### src/rtl/rnn_sequencer.sv
// +----------------------------------------------------------------------------+
// | rnn_sequencer                                                              |
// | Streams embedding vectors into the RNN accelerator, steps it per character |
// | and returns the dense-layer result. Optional macro: RNN_SEQ_TIMEOUT_EN.    |
// | Rev 1.0                                                                    |
// +----------------------------------------------------------------------------+
`default_nettype none

module rnn_sequencer #(
  parameter int EMB_LEN = 4,
  parameter int CNT_W   = 16,
  parameter int TIMEOUT = 1024
) (
  input  logic                  clk,
  input  logic                  rst_n,
  input  logic                  char_valid,
  output logic                  char_ready,
  input  logic [EMB_LEN*16-1:0] char_data,
  input  logic                  char_last,
  output logic                  res_valid,
  input  logic                  res_ready,
  output logic [15:0]           res_data,
  output logic                  res_positive,
  output logic [CNT_W-1:0]      char_count,
  output logic                  busy,
  output logic                  timeout_err,
  output logic                  m_read,
  output logic                  m_write,
  output logic [2:0]            m_addr,
  output logic [31:0]           m_wdata,
  input  logic [31:0]           m_rdata
);

  localparam int c_IDX_W = ($clog2(EMB_LEN) > 8) ? $clog2(EMB_LEN) : 8;
  localparam logic [c_IDX_W-1:0] c_LAST_IDX = c_IDX_W'(EMB_LEN - 1);

  typedef enum logic [3:0] {
    S_IDLE       = 4'd0,
    S_LOAD_IN    = 4'd1,
    S_GO         = 4'd2,
    S_SETTLE1    = 4'd3,
    S_POLL_STEP  = 4'd4,
    S_FIN        = 4'd5,
    S_SETTLE2    = 4'd6,
    S_POLL_VALID = 4'd7,
    S_READ_RES   = 4'd8,
    S_DRAIN      = 4'd9,
`ifdef RNN_SEQ_TIMEOUT_EN
    S_HOLD       = 4'd10,
    S_ERROR      = 4'd11
`else
    S_HOLD       = 4'd10
`endif
  } state_t;

  state_t                  r_state;
  state_t                  w_next;
  logic [EMB_LEN*16-1:0]   r_data;
  logic                    r_last;
  logic [c_IDX_W-1:0]      r_idx;
  logic [CNT_W-1:0]        r_count;
  logic [15:0]             r_res_data;
  logic                    r_res_pos;
  logic [15:0]             w_elem;

  assign w_elem       = r_data[{r_idx, 4'b0000} +: 16];
  assign busy         = (r_state != S_IDLE);
  assign char_count   = r_count;
  assign res_data     = r_res_data;
  assign res_positive = r_res_pos;

`ifdef RNN_SEQ_TIMEOUT_EN
  localparam int c_TO_W = $clog2(TIMEOUT + 1);
  localparam logic [c_TO_W-1:0] c_TO_LAST = c_TO_W'(TIMEOUT - 1);

  logic [c_TO_W-1:0] r_poll_cnt;
  logic              r_timeout;
  logic              w_poll_expired;

  assign w_poll_expired = (r_poll_cnt == c_TO_LAST);
  assign timeout_err    = r_timeout;
`else
  assign timeout_err = 1'b0;
`endif

  // Only bit 0 (status) and the low half-word (result) of read data matter.
  logic w_unused_rdata;
  assign w_unused_rdata = &{1'b0, m_rdata[31:16], (TIMEOUT > 0)};

  always_ff @(posedge clk or negedge rst_n) begin
    if (!rst_n) begin
      r_state <= S_IDLE;
    end else begin
      r_state <= w_next;
    end
  end

  always_comb begin
    w_next     = r_state;
    m_read     = 1'b0;
    m_write    = 1'b0;
    m_addr     = 3'd0;
    m_wdata    = 32'h0;
    char_ready = 1'b0;
    res_valid  = 1'b0;
    case (r_state)
      S_IDLE: begin
        char_ready = 1'b1;
        if (char_valid) w_next = S_LOAD_IN;
      end
      S_LOAD_IN: begin
        m_write = 1'b1;
        m_addr  = 3'd1;
        m_wdata = {8'h00, r_idx[7:0], w_elem};
        if (r_idx == c_LAST_IDX) w_next = S_GO;
      end
      S_GO: begin
        m_write = 1'b1;
        w_next  = S_SETTLE1;
      end
      S_SETTLE1: w_next = S_POLL_STEP;
      S_POLL_STEP: begin
        m_read = 1'b1;
        m_addr = 3'd1;
        if (m_rdata[0]) w_next = r_last ? S_FIN : S_IDLE;
`ifdef RNN_SEQ_TIMEOUT_EN
        else if (w_poll_expired) w_next = S_ERROR;
`endif
      end
      S_FIN: begin
        m_write = 1'b1;
        m_addr  = 3'd7;
        w_next  = S_SETTLE2;
      end
      S_SETTLE2: w_next = S_POLL_VALID;
      S_POLL_VALID: begin
        m_read = 1'b1;
        if (m_rdata[0]) w_next = S_READ_RES;
`ifdef RNN_SEQ_TIMEOUT_EN
        else if (w_poll_expired) w_next = S_ERROR;
`endif
      end
      S_READ_RES: begin
        m_read = 1'b1;
        m_addr = 3'd7;
        w_next = S_DRAIN;
      end
      S_DRAIN: w_next = S_HOLD;
      S_HOLD: begin
        res_valid = 1'b1;
        if (res_ready) w_next = S_IDLE;
      end
`ifdef RNN_SEQ_TIMEOUT_EN
      S_ERROR: w_next = S_ERROR;
`endif
      default: w_next = S_IDLE;
    endcase
  end

  always_ff @(posedge clk or negedge rst_n) begin
    if (!rst_n) begin
      r_data     <= '0;
      r_last     <= 1'b0;
      r_idx      <= '0;
      r_count    <= '0;
      r_res_data <= 16'h0;
      r_res_pos  <= 1'b0;
    end else begin
      case (r_state)
        S_IDLE: begin
          if (char_valid) begin
            r_data <= char_data;
            r_last <= char_last;
            r_idx  <= '0;
          end
        end
        S_LOAD_IN:   r_idx <= r_idx + 1'b1;
        S_POLL_STEP: if (m_rdata[0]) r_count <= r_count + 1'b1;
        S_READ_RES: begin
          r_res_data <= m_rdata[15:0];
          r_res_pos  <= ~m_rdata[15];
        end
        S_HOLD:      if (res_ready) r_count <= '0;
        default: ;
      endcase
    end
  end

`ifdef RNN_SEQ_TIMEOUT_EN
  // Counter is held at zero outside the poll states, so it restarts on every entry.
  always_ff @(posedge clk or negedge rst_n) begin
    if (!rst_n) begin
      r_poll_cnt <= '0;
      r_timeout  <= 1'b0;
    end else begin
      if (r_state == S_POLL_STEP || r_state == S_POLL_VALID) begin
        r_poll_cnt <= r_poll_cnt + 1'b1;
      end else begin
        r_poll_cnt <= '0;
      end
      if (w_next == S_ERROR && r_state != S_ERROR) r_timeout <= 1'b1;
    end
  end
`endif

endmodule

`default_nettype wire

### config.mk
export PLATFORM = sky130hd
export DESIGN_NAME = rnn_sequencer
export DESIGN_NICKNAME = d
export VERILOG_FILES = /design/src/rtl/rnn_sequencer.sv
export SDC_FILE = /design/constraint.sdc
export NUM_CORES = 1
export LEC_CHECK = 0
export ABC_CLOCK_PERIOD_IN_PS = 3650
export BUFFER_PORTS_ARGS = -buffer_cell sky130_fd_sc_hd__buf_2
export CAP_MARGIN = 25
export CORE_MARGIN = 2
export CORE_UTILIZATION = 30
export CTS_CLUSTER_DIAMETER = 80
export DETAILED_ROUTE_END_ITERATION = 8
export PLACE_DENSITY_LB_ADDON = 0.08
export RECOVER_POWER = 100
export SLEW_MARGIN = 10
export SYNTH_ARGS = -nofsm -noshare
export SYNTH_HDL_FRONTEND = slang
export SYNTH_SLANG_ARGS = --single-unit
### constraint.sdc
create_clock -name clk -period 3.65 [get_ports clk]
set_input_delay 0 -clock clk [delete_from_list [all_inputs] [get_ports clk]]
set_output_delay 0 -clock clk [all_outputs]
set_load 0.02 [all_outputs]
==> metrics <==
highest net fanout along the worst path 26; number of enable flip-flop cells after synthesis 0; number of buffers inserted by port buffering 149; Data required, critical path 3.65 ns; WL/cell 14.1 um; most instantiated flip-flop cell in the synthesis netlist sky130_fd_sc_hd__dfrtp_1; startpoint of the most critical register-to-register path r_state[1]; root buffer cell sky130_fd_sc_hd__clkbuf_16; class of the tightest hold or removal check primary input to flop; antenna-violating nets left 0; number of global-route vias before repair 4885; crit share post-route 77.1%; cell area after layout 0.00739 mm2; TritonCTS Buffers 9; sequential area share after synthesis 50.4%; maximum number of pins on one net before global-route repair 66; Crit. Startpoint r_state[1]; arrival time of the worst setup path 2.81 ns; achievable frequency 0.355 GHz; leading cell types in the layout, fill and taps excluded sky130_fd_sc_hd__nand2_1 (262), sky130_fd_sc_hd__dfrtp_1 (110), sky130_fd_sc_hd__buf_2 (92); final core utilization 41.3%; clock sink count 110; kind of critical path flop to output pin; area growth from synthesis to final layout 35.3%; Min-Delay Path Depth 4; worst reg-to-reg setup slack 0.99 ns; post-detailed-route DRC marker count 0; first-pass GRT wire length 24500 um; clock transition at the registers of the reported paths 0.07 ns; worst voltage drop across the vdd grid 0.000288 V; aggregate routed wire length 14800 um; clk_lat worst skew 0.35 ns; Syn Std Cell Area 0.00546 mm2; post-layout min period 2.81 ns; number of design-rule violations left by the first detailed-router iteration 247; setup clock skew after layout 0.0114 ns; number of antenna violations at the first check in global routing 0; chip height 139 um; P per Cell Area 738 mW/mm2; TritonCTS clock tree done; Critical Path End Type output pin; number of different library cells in the post-synthesis netlist 58; Max Transition Viols Final 66; count of TritonRoute iterations in the first routing pass 4; synthesized area per cell 9.06 um2; result of the run finished, violations left; final HPWL from detailed placement 9490 um; flops & latches, synth 110; final count of negative-setup-slack endpoints 0; starting density of the core 30.5%; Antenna diodes 0; total via count after detailed routing 4880; Hold Vio Cnt, Final 0; Static Leakage 3.60 nW; violated checks capacitance limit, slew limit; origin of the worst min-delay path res_ready; length in cells of the worst reg-to-reg path 5; setup repair after global routing missed its margin false; cell row count 49; Top-Level Pins 175; warning count from the yosys run 0; total overflow reported by the global router 0; CTS max path bufs 2; gr usage total 15.5%; total core area 0.0179 mm2; standard cell area after detailed placement 0.00636 mm2; Worst Max-Slew Pin Slew 1.72 ns; number of vias per cell after detailed routing 4.65; floorplan die area 0.0193 mm2; most common cell after layout, fill and taps aside sky130_fd_sc_hd__nand2_1; Total Nets Final 919; Worst Setup Start Kind flop; Crit Reg-Reg Endpoint r_state[2]; H-tree levels 3; slew margin rel. -14.6%; cell count after synthesis 603; Setup TNS 0 ns; layout cell share with drive strength beyond 1 16.8%; terminating pin of the worst hold path r_state[3]; die width 139 um; MaxCap Viol Count 1; fraction of registers with async set or reset after synthesis 100%; post-route total power 5.45 mW; weighted congestion reported at the end of routability-driven placement 0.760
==> logic make-up (layout without fill, tap and decap cells) <==
group	Yosys count	in the layout	synth area share, %
multiplexers	21	21	7.54
adder cells (fa/ha/maj)	2	2	0.458
other	1	9	0.0686
XOR/XNOR	4	4	0.641
AND/OR/NAND/NOR	361	361	29.9
flip-flops	110	110	50.4
AO/OA/AOI/OAI	54	54	5.98
buffers and inverters	50	260	5.02
==> stage by stage <==
step                instances  setup slack (ns)  hold slack (ns)
detailed placement        952              1.17            0.187
CTS                      1050              1.16           0.0459
floorplan                 611              1.42           -0.296
global placement          952              1.22            0.172
global route             1050             0.507           0.0829
finish                   1050             0.835           0.0664
==> Yosys cell counts (all sizes together) (2+ instances only) <==
master  count  share of area [%]
a211oi      2               0.27
a21oi      16                1.5
a31oi       2               0.23
and2       14                1.6
and3       17                1.9
buf        28                3.5
clkbuf     19                1.3
dfrtp     110                 50
ha          2               0.46
inv         3               0.21
mux2i       4               0.73
mux4       16                6.6
nand2     263                 18
nand2b      2               0.23
nand3      10                1.0
nand4       3               0.46
nand4b      3               0.48
nor2       14               0.96
nor2b       3               0.34
nor3        2               0.39
nor3b       2               0.27
nor4        2               0.34
nor4b       3               0.48
nor4bb      2               0.37
o21ai      17                1.6
o31ai       6               0.82
or3         6               0.69
or4         7               0.96
xor2        3               0.48
==> final cells by class <==
type                            count  area (um2)
Fill cell                        1843       10500
Sequential cell                   110        2750
Multi-Input combinational cell    451        2450
Timing Repair Buffer              241        1570
Tap cell                          229         287
Clock buffer                       10         229
Clock inverter                      6        92.6
Inverter                            3        11.3
==> routing by layer <==
metal | share of wire (%) | global-route usage [%] | wire length [um] | up-vias
met1 | 46 | 20.3 | 6860 | 2328
li1 | - | - | - | 2419
met3 | 4.4 | 2.38 | 646 | 11
met5 | 0 | 0 | 0 | -
met4 | 1.2 | 4.84 | 180 | 0
met2 | 48 | 26.6 | 7150 | 122
==> worst max-delay path, stage by stage (launching register included) <==
cell and delay [ns]:
sky130_fd_sc_hd__dfrtp_1 0.60, sky130_fd_sc_hd__nor4b_1 0.37, sky130_fd_sc_hd__clkbuf_1 0.90, sky130_fd_sc_hd__and3_1 0.33
sky130_fd_sc_hd__clkbuf_1 0.25
==> state kept, by name, indices dropped and copies added (netlist names) <==
register      cells
res_positive      1
res_data         16
r_data           64
char_count       16
r_idx             8
r_state           4
r_last            1
==> what timing repair did <==
item,in CTS,in global routing
gates resized for setup,0,0
buffers inserted,0,0
hold buffers,82,0
endpoints found under the hold margin,146,0
==> worst max path at each step <==
stage                      to  slack [ns]  cells past startpoint
3_5_place_dp        r_data[9]        1.17                      5
2_1_floorplan  char_count[15]        1.42                      5
5_1_grt           m_wdata[15]        0.51                      4
6_report           m_wdata[0]        0.84                      4
4_1_cts             r_data[9]        1.16                      5
3_3_place_gp       r_data[24]        1.22                      5
==> power breakdown <==
part | total [mW] | internal (mW) | switching [mW] | leakage [nW]
registers | 2.02 | 1.70 | 0.316 | 1.37
clock network | 1.08 | 0.609 | 0.467 | 0.155
logic | 2.36 | 0.914 | 1.45 | 2.07
total | 5.45 | 3.22 | 2.23 | 3.60
Note: power is estimated with default switching activity, not from simulation.
